**src/rtl/lisa_pkg.sv**
```systemverilog
// Shared types and constants for the LISA fetch path.
package lisa_pkg;

  typedef enum logic [1:0] {
    ST_IDLE  = 2'd0,
    ST_RUN   = 2'd1,
    ST_HALT  = 2'd2,
    ST_FAULT = 2'd3
  } state_t;

  localparam logic [7:0] OPC_HALT       = 8'h00;
  localparam int         MAX_INSN_BYTES = 5;

  // Length field lives in opcode[7:6]
  localparam logic [1:0] LENF_1 = 2'b00;
  localparam logic [1:0] LENF_2 = 2'b01;
  localparam logic [1:0] LENF_3 = 2'b10;
  localparam logic [1:0] LENF_5 = 2'b11;

  localparam logic [2:0] LEN_1 = 3'd1;
  localparam logic [2:0] LEN_2 = 3'd2;
  localparam logic [2:0] LEN_3 = 3'd3;
  localparam logic [2:0] LEN_5 = 3'd5;

  typedef struct packed {
    logic [15:0] pc;
    logic [7:0]  opcode;
    logic [31:0] operand;
    logic [2:0]  len;
  } insn_t;

  function automatic logic [2:0] decode_len(input logic [7:0] opcode);
    logic [2:0] len;
    case (opcode[7:6])
      LENF_1:  len = LEN_1;
      LENF_2:  len = LEN_2;
      LENF_3:  len = LEN_3;
      LENF_5:  len = LEN_5;
      default: len = LEN_1;
    endcase
    return len;
  endfunction

endpackage

```
**src/rtl/lisa_ilen.sv**
```systemverilog
// Combinational length decoder: splits the first bytes of a fetch window
// into opcode, zero-extended little-endian operand and instruction length.
module lisa_ilen
  import lisa_pkg::*;
(
  input  logic [MAX_INSN_BYTES*8-1:0] window,
  output logic [2:0]                  len,
  output logic [7:0]                  opcode,
  output logic [31:0]                 operand
);

  // Operand bytes past the decoded length are forced to zero
  always_comb begin
    opcode  = window[7:0];
    len     = decode_len(window[7:0]);
    operand = '0;
    case (len)
      LEN_2:   operand = {24'h0, window[15:8]};
      LEN_3:   operand = {16'h0, window[23:8]};
      LEN_5:   operand = window[39:8];
      default: operand = '0;
    endcase
  end

endmodule

```
**src/rtl/lisa_fetch.sv**
```systemverilog
// Instruction fetch unit: owns the PC, decodes one variable-length
// instruction per cycle from the imem window and registers it for decode.
module lisa_fetch
  import lisa_pkg::*;
#(
  parameter int MEM_BYTES   = 512,
  parameter int FETCH_BYTES = 16
) (
  input  logic                     clk,
  input  logic                     rst,
  input  logic                     start,
  input  logic [15:0]              start_pc,
  output logic [15:0]              fetch_addr,
  input  logic [FETCH_BYTES*8-1:0] fetch_window,
  input  logic                     redirect_valid,
  input  logic [15:0]              redirect_pc,
  output logic                     out_valid,
  input  logic                     out_ready,
  output logic [15:0]              out_pc,
  output logic [7:0]               out_opcode,
  output logic [31:0]              out_operand,
  output logic [2:0]               out_len,
  output logic                     halted,
  output logic                     fault
);

  localparam logic [16:0] MEM_LIMIT = 17'(MEM_BYTES);

  state_t      state_q, state_d;
  logic [15:0] pc_p0, pc_d;
  insn_t       insn_p1, insn_d;
  logic        vld_p1, vld_d;

  logic [2:0]  dec_len;
  logic [7:0]  dec_opcode;
  logic [31:0] dec_operand;
  logic [16:0] next_pc_ext;
  logic        can_capture;

  lisa_ilen u_ilen (
    .window  (fetch_window[MAX_INSN_BYTES*8-1:0]),
    .len     (dec_len),
    .opcode  (dec_opcode),
    .operand (dec_operand)
  );

  // Bytes beyond the longest instruction are never looked at
  if (FETCH_BYTES > MAX_INSN_BYTES) begin : g_spare
    logic unused_window;
    assign unused_window = ^fetch_window[FETCH_BYTES*8-1:MAX_INSN_BYTES*8];
  end

  // 17-bit sum so an instruction straddling the top of memory is caught
  assign next_pc_ext = {1'b0, pc_p0} + {14'b0, dec_len};
  assign can_capture = !vld_p1 || out_ready;

  // Next-state, PC and output-register update; priority start > redirect > capture
  always_comb begin
    state_d = state_q;
    pc_d    = pc_p0;
    vld_d   = vld_p1;
    insn_d  = insn_p1;
    if (start) begin
      state_d = ST_RUN;
      pc_d    = start_pc;
      vld_d   = 1'b0;
    end else begin
      case (state_q)
        ST_RUN: begin
          if (redirect_valid) begin
            pc_d  = redirect_pc;
            vld_d = 1'b0;
          end else if (can_capture) begin
            if (next_pc_ext > MEM_LIMIT) begin
              state_d = ST_FAULT;
              vld_d   = 1'b0;
            end else begin
              insn_d = '{pc: pc_p0, opcode: dec_opcode,
                         operand: dec_operand, len: dec_len};
              vld_d  = 1'b1;
              if (dec_opcode == OPC_HALT) state_d = ST_HALT;
              else                        pc_d    = next_pc_ext[15:0];
            end
          end
        end
        ST_HALT, ST_FAULT: begin
          if (out_ready) vld_d = 1'b0;
        end
        default: begin
          vld_d = 1'b0;
        end
      endcase
    end
  end

  // ---- stage p0 -> p1: PC/state and registered instruction ----
  always_ff @(posedge clk) begin
    if (rst) begin
      state_q <= ST_IDLE;
      pc_p0   <= '0;
      vld_p1  <= 1'b0;
      insn_p1 <= '0;
    end else begin
      state_q <= state_d;
      pc_p0   <= pc_d;
      vld_p1  <= vld_d;
      insn_p1 <= insn_d;
    end
  end

  assign fetch_addr  = pc_p0;
  assign out_valid   = vld_p1;
  assign out_pc      = insn_p1.pc;
  assign out_opcode  = insn_p1.opcode;
  assign out_operand = insn_p1.operand;
  assign out_len     = insn_p1.len;
  assign halted      = (state_q == ST_HALT);
  assign fault       = (state_q == ST_FAULT);

endmodule

```
**config.mk**
```make
export PLATFORM = sky130hd
export DESIGN_NAME = lisa_fetch
export DESIGN_NICKNAME = d
export VERILOG_FILES = /design/src/rtl/lisa_pkg.sv /design/src/rtl/lisa_ilen.sv /design/src/rtl/lisa_fetch.sv
export SDC_FILE = /design/constraint.sdc
export NUM_CORES = 1
export LEC_CHECK = 0
export BUFFER_PORTS_ARGS = -buffer_cell sky130_fd_sc_hd__buf_4
export CORE_MARGIN = 1.5
export CORE_UTILIZATION = 45
export CTS_CLUSTER_DIAMETER = 150
export DETAILED_ROUTE_END_ITERATION = 10
export PLACE_DENSITY = 0.81
export SLEW_MARGIN = 40
export SYNTH_ARGS = -nofsm -noshare
export SYNTH_HDL_FRONTEND = slang
export SYNTH_SLANG_ARGS = --single-unit
```
**constraint.sdc**
```tcl
create_clock -name clk -period 3.7 [get_ports clk]
set_input_delay 0.185 -clock clk [delete_from_list [all_inputs] [get_ports clk]]
set_output_delay 0.185 -clock clk [all_outputs]
set_load 0.005 [all_outputs]
```
==> impl_metrics.tcl <==
set metrics [dict create \
    grt_util_all_layers_pct 25.47 \
    grt-ovfl-total 0 \
    slew_violations 0 \
    setup_slack_ps 210.0 \
    gp_congestion 0.8417 \
    fin_util_pct 62.62 \
    finalSetupViolCount 0 \
    portBuffers 154 \
    power_density_nw_per_um2 333.6 \
    holdPathStages 3 \
    yosys_warnings 0 \
    syn_inst 526 \
    run_status "complete, no violations" \
    syn_area_sq_um 4390 \
    cts_made_buffers 9 \
    fin_crit_ps 3490 \
    p_switching_mw 0.6376 \
    p_seq_share_pct 46.1 \
    cp_data_required_time_ps 3990 \
    viasPerCell 5.709 \
    fp.coreArea_sq_um 9328 \
    die_h_um 101.8 \
    cts_hold_buf 0 \
    crit_buf_inv 1 \
    power_frac_clock_pct 29.7 \
    final_antenna_net_count 0 \
    min_period_over_period_pct 94.32 \
    synthesis.nets 700 \
    grt_use_met3_pct 7.660 \
    async_flop_share_pct 0 \
    yosysSeqAreaShare_pct 35.57 \
    fin_skew_ps 10.05 \
    cp_slowest_cell "or3_4" \
    hold-path-endpoint "out_operand[3]$_SDFFE_PP0P_" \
    end_kind "flop" \
    cts_setup_buffers 0 \
    antenna_cells 0 \
    clk_latency_ps 350 \
    setup_tns_ps 0 \
    dp_slack_ps -11.71 \
    worstHoldStart "fetch_window[11]" \
    peakVddDrop_uv 255.8 \
    critPathKind "flop to flop" \
    rsz0062_at_grt "false" \
    antenna_found_initial 0 \
    final_nets 831 \
    dp_cells 775 \
    p_total_mw 1.949 \
    dr.pass1.iters 4 \
    placementRows 35 \
    path_common_cell "or3_4" \
    synthToLayoutAreaGrowth_pct 33.03 \
    cts_tree "yes" \
    drt_iter0_drc 392 \
    synth-edff-count 0 \
    wl_um 13150 \
    cts_max_path_buffers 2 \
    max_freq_ghz 0.2865 \
    synth_seq_cells 78 \
    vias 4510 \
    path_clk_slew_ps 90 \
    timing.rr.start "fetch_addr[0]$_SDFFE_PP0P_" \
    slew_headroom_pct 53.74 \
    cp_cell_sequence "ha_1 > fa_1 > a21oi_1 > nor4_1 > xor2_1 > or3_4 > or3_4 > nor4_4 > buf_12 > mux2i_1" \
    initial_core_util_pct 47.07 \
    die_x_um 101.8 \
    drc 0 \
    dp_hpwl_um 9290 \
    ctsResizeCount 0 \
    hold_path_class "input pin to flop" \
    reg2reg_to "out_operand[4]$_SDFFE_PP0P_" \
    combPwrFrac_pct 24.2 \
    cp.arrival_ps 3780 \
    p_int_mw 1.311 \
    p_leak_nw 2.332 \
    crit_fanout 34 \
    drive_above_1_share_pct 32.53 \
    r2r.worst_path.cells 10 \
    tightest_slew_ps 691.7 \
    synth_ff_type "dfxtp_1" \
    grt_pass1_vias 4288 \
    cts.sinks 78 \
    cp-start-kind "flop" \
    rrSetupSlack_ps 210 \
    dieArea_sq_um 10360 \
    cap_violations 0 \
    met2_usage_pct 39.38 \
    ioPinCount 243 \
    grtUsageMet1_pct 34.24 \
    grt_max_degree 94 \
    grt_pass1_wl_um 20930 \
    critical-path-top-delay-family "simple AND/OR/NAND/NOR gates" \
    fin_cells 790 \
    root_buffer "clkbuf_8" \
    power.share.switching_pct 32.72 \
    wire_per_inst_um 16.64 \
    synth.avg_cell_area_sq_um 8.347 \
    cts_max_level 3 \
    fillerInstances 829 \
    netlist-cell-type-count 51 \
    cpPeakStageDelay_ps 570 \
    grt_busiest_layer "met2" \
    hold_viol_final 0 \
]
==> power groups by stage <==
stage,Combinational (mW),Clock [mW],Sequential [mW]
global route,0.516,0.617,0.902
finish,0.472,0.579,0.898
detailed placement,0.464,0,0.917
global placement,0.450,0,0.916
CTS,0.467,0.585,0.897
floorplan,0.290,0,0.901
==> placed cells by master (no fill, tap or decap), drive strengths merged, types with 2 or more instances in the layout <==
cell,n
or2,4
nor3,6
nand3,2
a21oi,52
mux2i,29
o211ai,2
or4,17
a31oi,2
ha,8
inv,11
nand4,25
clkbuf,10
xor2,4
and3,2
clkinv,4
nor4,12
buf,174
a211oi,7
o21ai,14
nor2,25
xnor2,8
a21o,2
or3,2
nor2b,13
a31o,2
nand2,53
nand2b,20
nor3b,7
mux2,12
o31ai,38
a311oi,5
dfxtp,78
==> worst max-delay path by stage <==
stage / start / to / cells after the start
6_report: fetch_addr[0]$_SDFFE_PP0P_ / out_operand[4]$_SDFFE_PP0P_ / 10
5_1_grt: fetch_addr[0]$_SDFFE_PP0P_ / out_operand[9]$_SDFFE_PP0P_ / 10
4_1_cts: fetch_addr[0]$_SDFFE_PP0P_ / out_operand[4]$_SDFFE_PP0P_ / 10
3_5_place_dp: fetch_window[7] / out_operand[4]$_SDFFE_PP0P_ / 14
3_3_place_gp: fetch_window[7] / out_operand[15]$_SDFFE_PP0P_ / 14
2_1_floorplan: fetch_window[7] / out_operand[23]$_SDFFE_PP0P_ / 15
==> through the flow <==
stage / hold slack (ps) / instance area [sq um]
after floorplan: 327.1 / 4390
after global placement: 443.8 / 5660
after detailed placement: 454.1 / 5670
after CTS: 72.36 / 5834
after global routing: 74.47 / 5841
final: 79.45 / 5841
==> sequential cells by signal, summed over array words and instances (netlist names) <==
register and count:
out_len 3, out_valid 1, out_operand 32, out_opcode 8, fetch_addr 16, state_q 2, out_pc 16
==> routing by layer <==
| metal | part of all wire [%] | vias to the layer above |
|---|---|---|
| met5 | 0 | - |
| met4 | 1.1 | 0 |
| met3 | 8.3 | 19 |
| met2 | 46 | 193 |
| met1 | 45 | 2125 |
| li1 | - | 2173 |
==> cells by family after synthesis <==
kind of cell | count (synthesis) | share of synthesized area (%)
buffers and inverters | 64 | 6.270
flip-flops | 78 | 35.57
adder cells (fa/ha/maj) | 9 | 2.736
AO/OA/AOI/OAI | 130 | 19.09
multiplexers | 41 | 9.689
XOR/XNOR | 12 | 2.394
AND/OR/NAND/NOR | 192 | 24.25
==> Yosys cell counts, types with 8 or more instances <==
library cell | n | area, sq um
a21oi_1 | 52 | 260.3
clkbuf_1 | 42 | 157.7
dfxtp_1 | 78 | 1562
ha_1 | 8 | 100.1
inv_1 | 10 | 37.54
mux2_2 | 12 | 135.1
mux2i_1 | 29 | 290.3
nand2_1 | 53 | 198.9
nand2b_1 | 20 | 125.1
nand4_1 | 25 | 156.4
nor2_1 | 25 | 93.84
nor2b_1 | 13 | 81.33
nor4_1 | 11 | 68.82
o21ai_0 | 13 | 65.06
o31ai_1 | 38 | 285.3
or4_1 | 17 | 127.6
xnor2_1 | 8 | 70.07
==> worst reg2reg max path, cell delays in order (launching register included) <==
cell     delay, ps
dfxtp_1        360
ha_1           270
fa_1           410
a21oi_1        340
nor4_1         120
xor2_1         170
or3_4          360
or3_4          570
nor4_4         380
buf_12         230
mux2i_1        220
==> area by class of cell <==
cell class	count	area (sq um)	share of cell area (%)
multi-input combinational	384	2581	44.19
clock inverter	5	36.28	0.6213
tap	129	161.4	2.764
inverter	10	37.54	0.6427
clock buffer	10	127.6	2.185
sequential	78	1562	26.74
timing repair buffer	174	1335	22.86
(Power assumes the default switching activity.)
